**config.mk**
```make
export PLATFORM = sky130hd
export DESIGN_NAME = shift_rows_pipe
export DESIGN_NICKNAME = d
export VERILOG_FILES = /design/src/rtl/shift_rows_pipe.sv
export SDC_FILE = /design/constraint.sdc
export NUM_CORES = 1
export LEC_CHECK = 0
export BUFFER_PORTS_ARGS = -buffer_cell sky130_fd_sc_hd__buf_4
export CAP_MARGIN = 20
export CELL_PAD_IN_SITES_DETAIL_PLACEMENT = 1
export CELL_PAD_IN_SITES_GLOBAL_PLACEMENT = 2
export CORE_UTILIZATION = 27
export DETAILED_ROUTE_END_ITERATION = 12
export GPL_TIMING_DRIVEN = 0
export PLACE_DENSITY = 0.83
export SYNTH_ARGS = -nofsm -noshare
export SYNTH_HDL_FRONTEND = slang
export SYNTH_SLANG_ARGS = --single-unit
```
**constraint.sdc**
```tcl
create_clock -name clk -period 3.6 [get_ports clk]
set_clock_uncertainty 0.1 [all_clocks]
set_input_delay 0.36 -clock clk [delete_from_list [all_inputs] [get_ports clk]]
set_output_delay 0.36 -clock clk [all_outputs]
set_load 0.03 [all_outputs]
```
**src/rtl/shift_rows_pipe.sv**
```systemverilog
// rtl/shift_rows_pipe.sv - AES ShiftRows/InvShiftRows stage with valid/ready handshake; optional skid buffer via SHIFT_ROWS_SKID_EN
module shift_rows_pipe #(
   parameter int  NB = 4,
   localparam int W  = 32*NB
) (
   input  logic         clk,
   input  logic         rst,
   input  logic         in_valid,
   output logic         in_ready,
   input  logic         inv,
   input  logic [W-1:0] state_in,
   output logic         out_valid,
   input  logic         out_ready,
   output logic [W-1:0] state_out
);

   // Only the Rijndael block sizes have defined row offsets.
   generate
      if (NB != 4 && NB != 6 && NB != 8) begin : g_bad_nb
         $error("shift_rows_pipe: NB must be 4, 6 or 8");
      end
   endgenerate

   // Row shift amount; 256-bit blocks use a wider spread on rows 2 and 3.
   function automatic int row_off(input int r);
      if (NB == 8 && r >= 2) return r + 1;
      return r;
   endfunction

   // Byte (r,c) lives at the MSB end, column-major; pure wiring permutation.
   function automatic logic [W-1:0] permute(input logic [W-1:0] s, input logic inv_mode);
      logic [W-1:0] res;
      int           src;
      res = '0;
      for (int r = 0; r < 4; r++) begin
         for (int c = 0; c < NB; c++) begin
            if (inv_mode) src = (c - row_off(r) + NB) % NB;
            else          src = (c + row_off(r)) % NB;
            res[W-1-8*(4*c+r) -: 8] = s[W-1-8*(4*src+r) -: 8];
         end
      end
      return res;
   endfunction

   logic [W-1:0] perm_in;
   assign perm_in = permute(state_in, inv);

`ifdef SHIFT_ROWS_SKID_EN
   logic         out_valid_q;
   logic [W-1:0] out_data_q;
   logic         skid_valid_q;
   logic [W-1:0] skid_data_q;
   logic         rdy_q;
   logic         accept;

   assign in_ready  = rdy_q;
   assign out_valid = out_valid_q;
   assign state_out = out_data_q;
   assign accept    = in_valid && rdy_q;

   // Output register plus one skid entry; ready is registered so the
   // upstream never sees a combinational path from out_ready.
   always_ff @(posedge clk or posedge rst) begin
      if (rst) begin
         out_valid_q  <= 1'b0;
         out_data_q   <= '0;
         skid_valid_q <= 1'b0;
         skid_data_q  <= '0;
         rdy_q        <= 1'b0;
      end else if (skid_valid_q) begin
         if (out_ready) begin
            out_data_q   <= skid_data_q;
            skid_valid_q <= 1'b0;
            rdy_q        <= 1'b1;
         end else begin
            rdy_q        <= 1'b0;
         end
      end else if (accept) begin
         if (!out_valid_q || out_ready) begin
            out_valid_q <= 1'b1;
            out_data_q  <= perm_in;
            rdy_q       <= 1'b1;
         end else begin
            skid_valid_q <= 1'b1;
            skid_data_q  <= perm_in;
            rdy_q        <= 1'b0;
         end
      end else begin
         if (out_ready) out_valid_q <= 1'b0;
         rdy_q <= 1'b1;
      end
   end
`else
   logic         out_valid_q;
   logic [W-1:0] out_data_q;

   assign in_ready  = !rst && (!out_valid_q || out_ready);
   assign out_valid = out_valid_q;
   assign state_out = out_data_q;

   // Single output register: refill on accept, empty on drain without refill.
   always_ff @(posedge clk or posedge rst) begin
      if (rst) begin
         out_valid_q <= 1'b0;
         out_data_q  <= '0;
      end else if (in_valid && in_ready) begin
         out_valid_q <= 1'b1;
         out_data_q  <= perm_in;
      end else if (out_ready) begin
         out_valid_q <= 1'b0;
      end
   end
`endif

endmodule

```
==> flow_metrics.py, run 1 <==
metrics = {
    "critical_path": {
        "cp-start-kind": "input pin",
        "critPathMaxStageDelay_ps": 540,
        "crit_required_ps": 3790,
        "crit_path_max_fanout": 10,
        "critPathSlowestCell": "dlygate4sd3_1",
        "criticalPathCategory": "in -> reg",
        "crit_path_frequent_cell": "buf_6",
        "crit_path_cell_trace": "dlygate4sd3_1 > buf_4 > nor3b_4 > buf_6 > buf_6 > mux2_2",
        "end_kind": "flop",
        "cp.arrival_ps": 2090,
    },
    "route": {
        "routedWlPerCell_um": 17.6,
        "drt-total-wl_um": 16100,
        "ant_nets": 0,
        "drc": 0,
        "vias": 3969,
        "via_per_inst": 4.35,
        "drt_iter0_markers": 48,
        "drt-pass1-iter-count": 4,
    },
    "timing": {
        "period_minus_slack_ps": 1910,
        "timing.slew.headroom_pct": 62.3,
        "timing.fmax_mhz": 524,
        "setup_viol": 0,
        "worst_pin_slew_ps": 564,
        "hold_viol_final": 0,
        "maxSlewViolCount": 0,
        "period_share_pct": 53.0,
        "rsz0062_at_grt": "no",
        "tns_ps": 0,
        "holdWs_ps": 81.1,
    },
    "clocking": {
        "cts_buffer_depth": 2,
        "cts.sinks": 129,
        "htree_levels": 4,
        "clock_latency_ps": 400,
        "cts_setup_buffers": 0,
        "path_clk_slew_ps": 60,
        "root_buffer": "clkbuf_16",
        "cts_tree": "built",
        "numCtsBuffers": 17,
    },
    "power": {
        "powerDensity_nw_per_um2": 617,
        "total_power_mw": 5.32,
        "ir_worst_vdd_v": 0.000287,
        "p_leak_nw": 3.97,
    },
    "logic_synthesis": {
        "yosysTopAreaCell": "dfrtp_1",
        "syn_avg_cell_area_um2": 16.3,
        "syn_nets": 480,
        "yosysWarningCount": 0,
        "synth.distinct_cells": 10,
        "ys_seq_area_share_pct": 57.1,
        "synthCells": 347,
        "synth_top_area_share_pct": 57.1,
        "syn_area_um2": 5660,
        "ys_seq_elements": 129,
        "synth.area.top_cells": "dfrtp_1, mux2_2, buf_6",
    },
    "floorplan": {
        "die_x_um": 147,
        "rows": 52,
        "coreArea_um2": 20400,
        "die_h_um": 147,
        "fp.dieArea_um2": 21500,
        "start_util_pct": 27.8,
        "io_pins": 263,
    },
    "global_routing": {
        "grt_pass1_wl_um": 25700,
        "grt_max_degree": 31,
        "track_usage_pct": 15.6,
        "overflow": 0,
        "grt_pass1_vias": 4650,
        "antenna_found_initial": 0,
    },
    "place": {
        "numPortBuffers": 261,
        "hpwl_um": 12400,
        "gp_congestion": 0.744,
        "dp.cells": 882,
    },
    "finish": {
        "syn_to_final_growth_pct": 52.5,
        "nets": 765,
        "fin_cells": 912,
        "layout_commonest_cell": "buf_4",
        "layout_common_cells": "buf_4, mux2_2, dfrtp_1, buf_6, clkbuf_16",
        "diodes": 0,
        "layout-drive-gt1-share_pct": 79.6,
    },
    "outcome": {
        "status": "finished, final reports clean",
    },
    "run": {
        "drv_cap": 0,
    },
    "min_path": {
        "hold_path_class": "in -> reg",
    },
}
==> cell type report <==
class	count	area [um^2]
Buffer	21	220
Clock buffer	18	439
Clock inverter	11	141
Fill cell	2132	11700
Inverter	1	7.51
Multi-Input combinational cell	196	2200
Sequential cell	129	3230
Tap cell	270	338
Timing Repair Buffer	266	2050
==> state kept, by name (all words and copies together) (netlist names) <==
signal	count
out_valid	1
state_out	128
==> through the flow <==
| stage | area [um^2] | worst slack, ps | utilization, % |
|---|---|---|---|
| 2_1_floorplan | 5660 | 1540 | - |
| 3_3_place_gp | 7960 | 664 | 39.1 |
| 3_5_place_dp | 8040 | 1800 | 39.5 |
| 4_1_cts | 8630 | 1690 | 42.4 |
| 5_1_grt | 8630 | 1610 | 42.4 |
| 6_report | 8630 | 1690 | 42.4 |
==> Yosys cell counts <==
library cell and count:
buf_6 18, nor3b_4 1, inv_1 1, buf_4 1
mux2_2 192, buf_2 2, nor2_1 1, dfrtp_1 129
or2_2 1, nor2b_4 1
==> worst paths after layout <==
kind                                      startpoint                         to  slack (ps)  depth (start not counted)
max                                              rst  state_out[93]$_DFFE_PP0P_        1690                          6
min                                    state_in[106]  state_out[42]$_DFFE_PP0P_          80                          2
max reg2reg                    out_valid$_DFFE_PP0P_  state_out[93]$_DFFE_PP0P_        1850                          5
min reg2reg                state_out[95]$_DFFE_PP0P_  state_out[95]$_DFFE_PP0P_         410                          1
max in group asynchronous                        rst  state_out[81]$_DFFE_PP0P_        2150                          5
min in group asynchronous                        rst  state_out[39]$_DFFE_PP0P_         500                          3
==> cells by family after synthesis <==
family	count (synthesis)	share of synthesized area (%)
buf+inv	22	3.96
mux	192	38.2
simple gates	4	0.752
flops	129	57.1
==> worst max-delay path: cells and delay by family <==
kind / cells / cell delay, ps
and+or+nand+nor: 1 / 230
muxes: 1 / 350
buffers and inverters: 4 / 1140
==> where the power goes <==
part | switching, mW | internal (mW) | leakage [nW]
combinational | 0.932 | 0.759 | 2.17
sequential | 0.158 | 1.74 | 1.52
clock | 0.646 | 1.09 | 0.279
total | 1.74 | 3.59 | 3.97
==> per-layer routing <==
layer  vias up  routed length [um]  global-route usage, %
li1       1815                   -                      -
met1      1982                6360                   18.1
met2       159                8320                   26.8
met3        13                1200                   5.50
met4         0                 203                   4.90
met5         -                   0                      0
==> repair_timing <==
item,CTS,global route
gates resized for setup,0,0
endpoints found under the hold margin,18,0
setup endpoints to repair,0,0
hold buffers,1,0
Power figures use the tool's default switching activity.
==> inputs of run 2 (changes only) <==
--- a/config.mk
+++ b/config.mk
@@ -9,10 +9,10 @@
 export CAP_MARGIN = 20
 export CELL_PAD_IN_SITES_DETAIL_PLACEMENT = 1
 export CELL_PAD_IN_SITES_GLOBAL_PLACEMENT = 2
-export CORE_UTILIZATION = 27
+export CORE_UTILIZATION = 30
 export DETAILED_ROUTE_END_ITERATION = 12
 export GPL_TIMING_DRIVEN = 0
-export PLACE_DENSITY = 0.83
+export PLACE_DENSITY = 0.87
 export SYNTH_ARGS = -nofsm -noshare
 export SYNTH_HDL_FRONTEND = slang
 export SYNTH_SLANG_ARGS = --single-unit
==> constraint.sdc (replaced) <==
create_clock -name clk -period 1.9 [get_ports clk]
set_clock_uncertainty 0.1 [all_clocks]
set_input_delay 0.19 -clock clk [delete_from_list [all_inputs] [get_ports clk]]
set_output_delay 0.19 -clock clk [all_outputs]
set_load 0.03 [all_outputs]
==> flow_metrics.py, run 2 (same netlist as run 1, synthesis figures left out) <==
metrics = {
    "outcome": {
        "status": "finished, final reports clean",
    },
    "floorplan": {
        "start_util_pct": 31.1,
        "io_pins": 263,
        "rows": 49,
        "coreArea_um2": 18200,
        "fp.dieArea_um2": 19400,
        "die_h_um": 139,
        "die_x_um": 139,
    },
    "global_routing": {
        "overflow": 0,
        "grt_pass1_wl_um": 28000,
        "grt_max_degree": 42,
        "track_usage_pct": 18.8,
        "grt_pass1_vias": 5013,
        "antenna_found_initial": 1,
    },
    "timing": {
        "maxSlewViolCount": 0,
        "worst_pin_slew_ps": 317,
        "timing.fmax_mhz": 554,
        "hold_viol_final": 0,
        "timing.slew.headroom_pct": 78.9,
        "period_share_pct": 95.0,
        "period_minus_slack_ps": 1800,
        "setup_ws_ps": 95.5,
        "setup_viol": 0,
        "rsz0062_at_grt": "no",
        "holdWs_ps": 53.5,
    },
    "critical_path": {
        "path_buf_inv": 2,
        "crit_required_ps": 2090,
        "crit_path_cell_trace": "nor2b_4 > nor3b_4 > buf_6 > buf_6 > mux2_2",
        "crit_path_max_fanout": 10,
        "critPathMaxStageDelay_ps": 400,
        "cp-start-kind": "flop",
        "crit_path_frequent_cell": "buf_6",
        "critPathSlowestCell": "dfrtp_1",
        "r2r_start": "out_valid$_DFFE_PP0P_",
        "cp.arrival_ps": 1990,
        "cp_top_family": "buffers and inverters",
        "end_kind": "flop",
        "criticalPathCategory": "reg -> reg",
        "critPathLaunch": "out_valid$_DFFE_PP0P_",
    },
    "place": {
        "hpwl_um": 12700,
        "place_ws_ps": 110,
        "numPortBuffers": 261,
        "gp_congestion": 0.739,
    },
    "finish": {
        "nets": 828,
        "utilization_pct": 51.2,
        "layout_commonest_cell": "buf_4",
        "layout_common_cells": "buf_4, mux2_2, dfrtp_1, dlygate4sd3_1, buf_6",
        "layout-drive-gt1-share_pct": 72.5,
        "fill_cells": 1840,
        "syn_to_final_growth_pct": 64.7,
        "largest_register_ffs": 128,
    },
    "clocking": {
        "numCtsBuffers": 17,
        "cts_buffer_depth": 2,
        "htree_levels": 4,
        "cts_tree": "built",
        "clock_latency_ps": 410,
        "cts.sinks": 129,
        "root_buffer": "clkbuf_16",
        "path_clk_slew_ps": 60,
    },
    "run": {
        "drv_cap": 0,
    },
    "route": {
        "drt-pass1-iter-count": 4,
        "ant_nets": 0,
        "drt_iter0_markers": 84,
        "via_per_inst": 4.63,
        "drt-total-wl_um": 17700,
        "routedWlPerCell_um": 18.9,
        "drc": 0,
        "vias": 4340,
    },
    "power": {
        "seqPwrFrac_pct": 33.3,
        "power_switching_share_pct": 31.4,
        "p_comb_share_pct": 31.0,
        "p_sw_mw": 3.38,
        "total_power_mw": 10.8,
        "p_leak_nw": 4.28,
        "clkPwrFrac_pct": 35.6,
        "p_int_mw": 7.39,
        "powerDensity_nw_per_um2": 1160,
        "ir_worst_vdd_v": 0.000569,
    },
    "min_path": {
        "min_from": "state_in[50]",
        "hold_path_class": "in -> reg",
    },
}
run 2: cell types whose count changed in the layout (fill, tap and decap cells not counted), sizes merged:
cell,before,now
bufinv,3,6
clkbuf,18,20
inv,0,1
diode,0,1
buf,286,285
clkinvlp,4,2
dlygate4sd3,1,65
clkinv,5,4
run 2: tightest hold or removal path, cell delays in order:
cell and delay [ps]:
buf_4 80, mux2_2 120, mux2_2 130
run 2: worst paths after layout:
check	end	slack, ps	cells after the start
setup / recovery	state_out[88]$_DFFE_PP0P_	100	5
hold / removal	state_out[82]$_DFFE_PP0P_	50	3
setup reg to reg	state_out[88]$_DFFE_PP0P_	100	5
hold reg to reg	state_out[113]$_DFFE_PP0P_	400	1
max in group asynchronous	state_out[10]$_DFFE_PP0P_	680	5
min in group asynchronous	state_out[29]$_DFFE_PP0P_	230	3
run 2: layer usage:
layer	GRT usage [%]	vias up	wire length [um]
li1	-	1946	-
met1	20.5	2181	6590
met2	33.8	178	9510
met3	5.88	35	1160
met4	7.13	0	461
met5	0	-	0
run 2: layout make-up:
| cell class | count | area [um^2] | area share, % |
|---|---|---|---|
| Clock inverter | 12 | 228 | 2.44 |
| Inverter | 1 | 7.51 | 0.0806 |
| Clock buffer | 20 | 467 | 5.01 |
| Antenna cell | 1 | 2.50 | 0.0269 |
| Multi-Input combinational cell | 196 | 2200 | 23.7 |
| Timing Repair Buffer | 329 | 2670 | 28.7 |
| Tap cell | 229 | 287 | 3.08 |
| Buffer | 21 | 220 | 2.36 |
| Sequential cell | 129 | 3230 | 34.7 |
run 2: what timing repair did:
item	4_1_cts	5_1_grt
endpoints found under the hold margin	152	0
gates resized for setup	0	0
hold buffers	65	0
buffers inserted	0	0
run 2: power groups by stage:
stage                     registers (mW)  clock network, mW  logic (mW)
after floorplan                     4.69                  0       0.785
after global placement              3.60                  0        3.18
after detailed placement            3.64                  0        3.27
after CTS                           3.59               3.94        3.38
after global routing                3.67               4.06        3.50
final                               3.59               3.84        3.34
run 2: per-stage QoR:
stage / std cells / area [um^2] / TNS [ps]
global route: 937 / 9310 / 0
global placement: 837 / 7910 / -109470
CTS: 937 / 9310 / 0
finish: 938 / 9310 / 0
detailed placement: 840 / 7970 / 0
floorplan: 347 / 5660 / 0
==> inputs of run 3 (changes only) <==
--- a/config.mk
+++ b/config.mk
@@ -13,6 +13,7 @@
 export DETAILED_ROUTE_END_ITERATION = 12
 export GPL_TIMING_DRIVEN = 0
 export PLACE_DENSITY = 0.87
+export SETUP_SLACK_MARGIN = 0.15
 export SYNTH_ARGS = -nofsm -noshare
 export SYNTH_HDL_FRONTEND = slang
 export SYNTH_SLANG_ARGS = --single-unit
==> flow_metrics.py, run 3 (same netlist as run 1, synthesis figures left out) <==
metrics = {
    "outcome": {
        "status": "finished, final reports clean",
    },
    "timing": {
        "setup_viol": 0,
        "worst_pin_slew_ps": 328,
        "rsz0062_at_grt": "yes",
        "hold_viol_final": 0,
        "holdWs_ps": 52.2,
        "period_share_pct": 94.5,
        "maxSlewViolCount": 0,
        "timing.fmax_mhz": 557,
        "timing.slew.headroom_pct": 78.1,
        "period_minus_slack_ps": 1800,
    },
    "finish": {
        "multi_input_area_um2": 2200,
        "layout_common_cells": "buf_4, mux2_2, dfrtp_1, dlygate4sd3_1, clkbuf_16",
        "layout-drive-gt1-share_pct": 72.5,
        "fin_cells": 940,
        "seqCellArea_um2": 3230,
        "largest_register_ffs": 128,
        "fill_cells": 1822,
        "nets": 830,
        "syn_to_final_growth_pct": 67.2,
        "layout_commonest_cell": "buf_4",
    },
    "critical_path": {
        "cp-start-kind": "flop",
        "criticalPathCategory": "reg -> reg",
        "crit_path_max_fanout": 10,
        "cp.arrival_ps": 1980,
        "end_kind": "flop",
        "reg2regPathDepth": 6,
        "crit_required_ps": 2090,
    },
    "clocking": {
        "numCtsBuffers": 17,
        "cts_buffer_depth": 2,
        "path_clk_slew_ps": 60,
        "root_buffer": "clkbuf_16",
        "htree_levels": 4,
        "clock_latency_ps": 410,
        "cts.sinks": 129,
        "cts_tree": "built",
    },
    "place": {
        "numPortBuffers": 261,
        "gp_congestion": 0.739,
        "hpwl_um": 12700,
        "dp.cells": 840,
    },
    "floorplan": {
        "fp.dieArea_um2": 19400,
        "io_pins": 263,
        "die_h_um": 139,
        "coreArea_um2": 18200,
        "die_x_um": 139,
        "start_util_pct": 31.1,
        "rows": 49,
    },
    "route": {
        "vias": 4343,
        "routedWlPerCell_um": 19.1,
        "drt-pass1-iter-count": 4,
        "drt_iter0_markers": 81,
        "ant_nets": 0,
        "drc": 0,
        "via_per_inst": 4.62,
        "drt-total-wl_um": 17900,
    },
    "power": {
        "powerDensity_nw_per_um2": 1140,
        "p_int_mw": 7.43,
        "ir_worst_vdd_v": 0.000570,
        "p_leak_nw": 4.33,
        "p_comb_share_pct": 31.4,
        "seqPwrFrac_pct": 33.2,
        "p_sw_mw": 3.39,
        "clkPwrFrac_pct": 35.5,
        "power_switching_share_pct": 31.4,
    },
    "global_routing": {
        "grt_pass1_vias": 5006,
        "grt_pass1_wl_um": 27900,
        "overflow": 0,
        "antenna_found_initial": 1,
        "grt_max_degree": 42,
        "track_usage_pct": 18.7,
    },
    "min_path": {
        "holdPathStages": 3,
        "hold_path_class": "in -> reg",
    },
    "run": {
        "drv_cap": 0,
    },
}
## run 3: changes by cell type in the layout (fill, tap and decap cells not counted), sizes merged
cell    before  now
clkbuf      20   22
## run 3: final cells by class
| cell class | instances | share of cell area (%) |
|---|---|---|
| sequential | 129 | 34.1 |
| clock inverter | 12 | 2.41 |
| inverter | 1 | 0.0794 |
| timing repair buffer | 331 | 28.6 |
| antenna | 1 | 0.0265 |
| clock buffer | 20 | 4.94 |
| buffer | 21 | 3.45 |
| multi-input combinational | 196 | 23.3 |
| tap | 229 | 3.03 |
## run 3: worst paths after layout
path,from,endpoint,slack (ps)
worst min-delay path,state_in[16],state_out[48]$_DFFE_PP0P_,50
worst max register to register,out_valid$_DFFE_PP0P_,state_out[116]$_DFFE_PP0P_,100
min in group asynchronous,rst,state_out[105]$_DFFE_PP0P_,230
max in group asynchronous,rst,state_out[10]$_DFFE_PP0P_,670
worst max-delay path,out_valid$_DFFE_PP0P_,state_out[116]$_DFFE_PP0P_,100
worst min register to register,state_out[113]$_DFFE_PP0P_,state_out[113]$_DFFE_PP0P_,400
## run 3: timing repair
action	CTS	global route
endpoints found under the setup margin	90	119
pin swaps	0	1
hold buffers	65	0
gates resized for setup	1	25
endpoints found under the hold margin	152	0
cloned	0	1
setup buffers	0	1
## run 3: per-stage QoR
step           TNS, ps  instance area, um^2  total power [mW]  utilization [%]  setup slack [ps]
2_1_floorplan        0                 5660              5.47                -              14.8
3_3_place_gp   -109470                 7910              6.78             43.4              -858
3_5_place_dp         0                 7970              6.90             43.8               110
4_1_cts              0                 9320              10.9             51.2               104
5_1_grt              0                 9450              11.3             51.9              46.7
6_report             0                 9460              10.8             51.9               104
## run 3: layer usage
metal  global-route usage (%)  routed length (um)
met1                     20.5                6680
met2                     33.5                9670
met5                        0                   0
met3                     5.88                1180
met4                     7.13                 384
## run 3: power groups by stage
stage,clock (mW),combinational [mW],sequential [mW]
after global placement,0,3.18,3.60
after detailed placement,0,3.27,3.64
after floorplan,0,0.785,4.69
final,3.84,3.39,3.59
after global routing,4.05,3.55,3.67
after CTS,3.94,3.38,3.59
## run 3: worst max-delay path, cell delays in order (launching register included)
cell	delay, ps
dfrtp_1	410
nor2b_4	160
nor3b_4	200
buf_6	160
clkbuf_16	180
buf_12	140
mux2_2	340
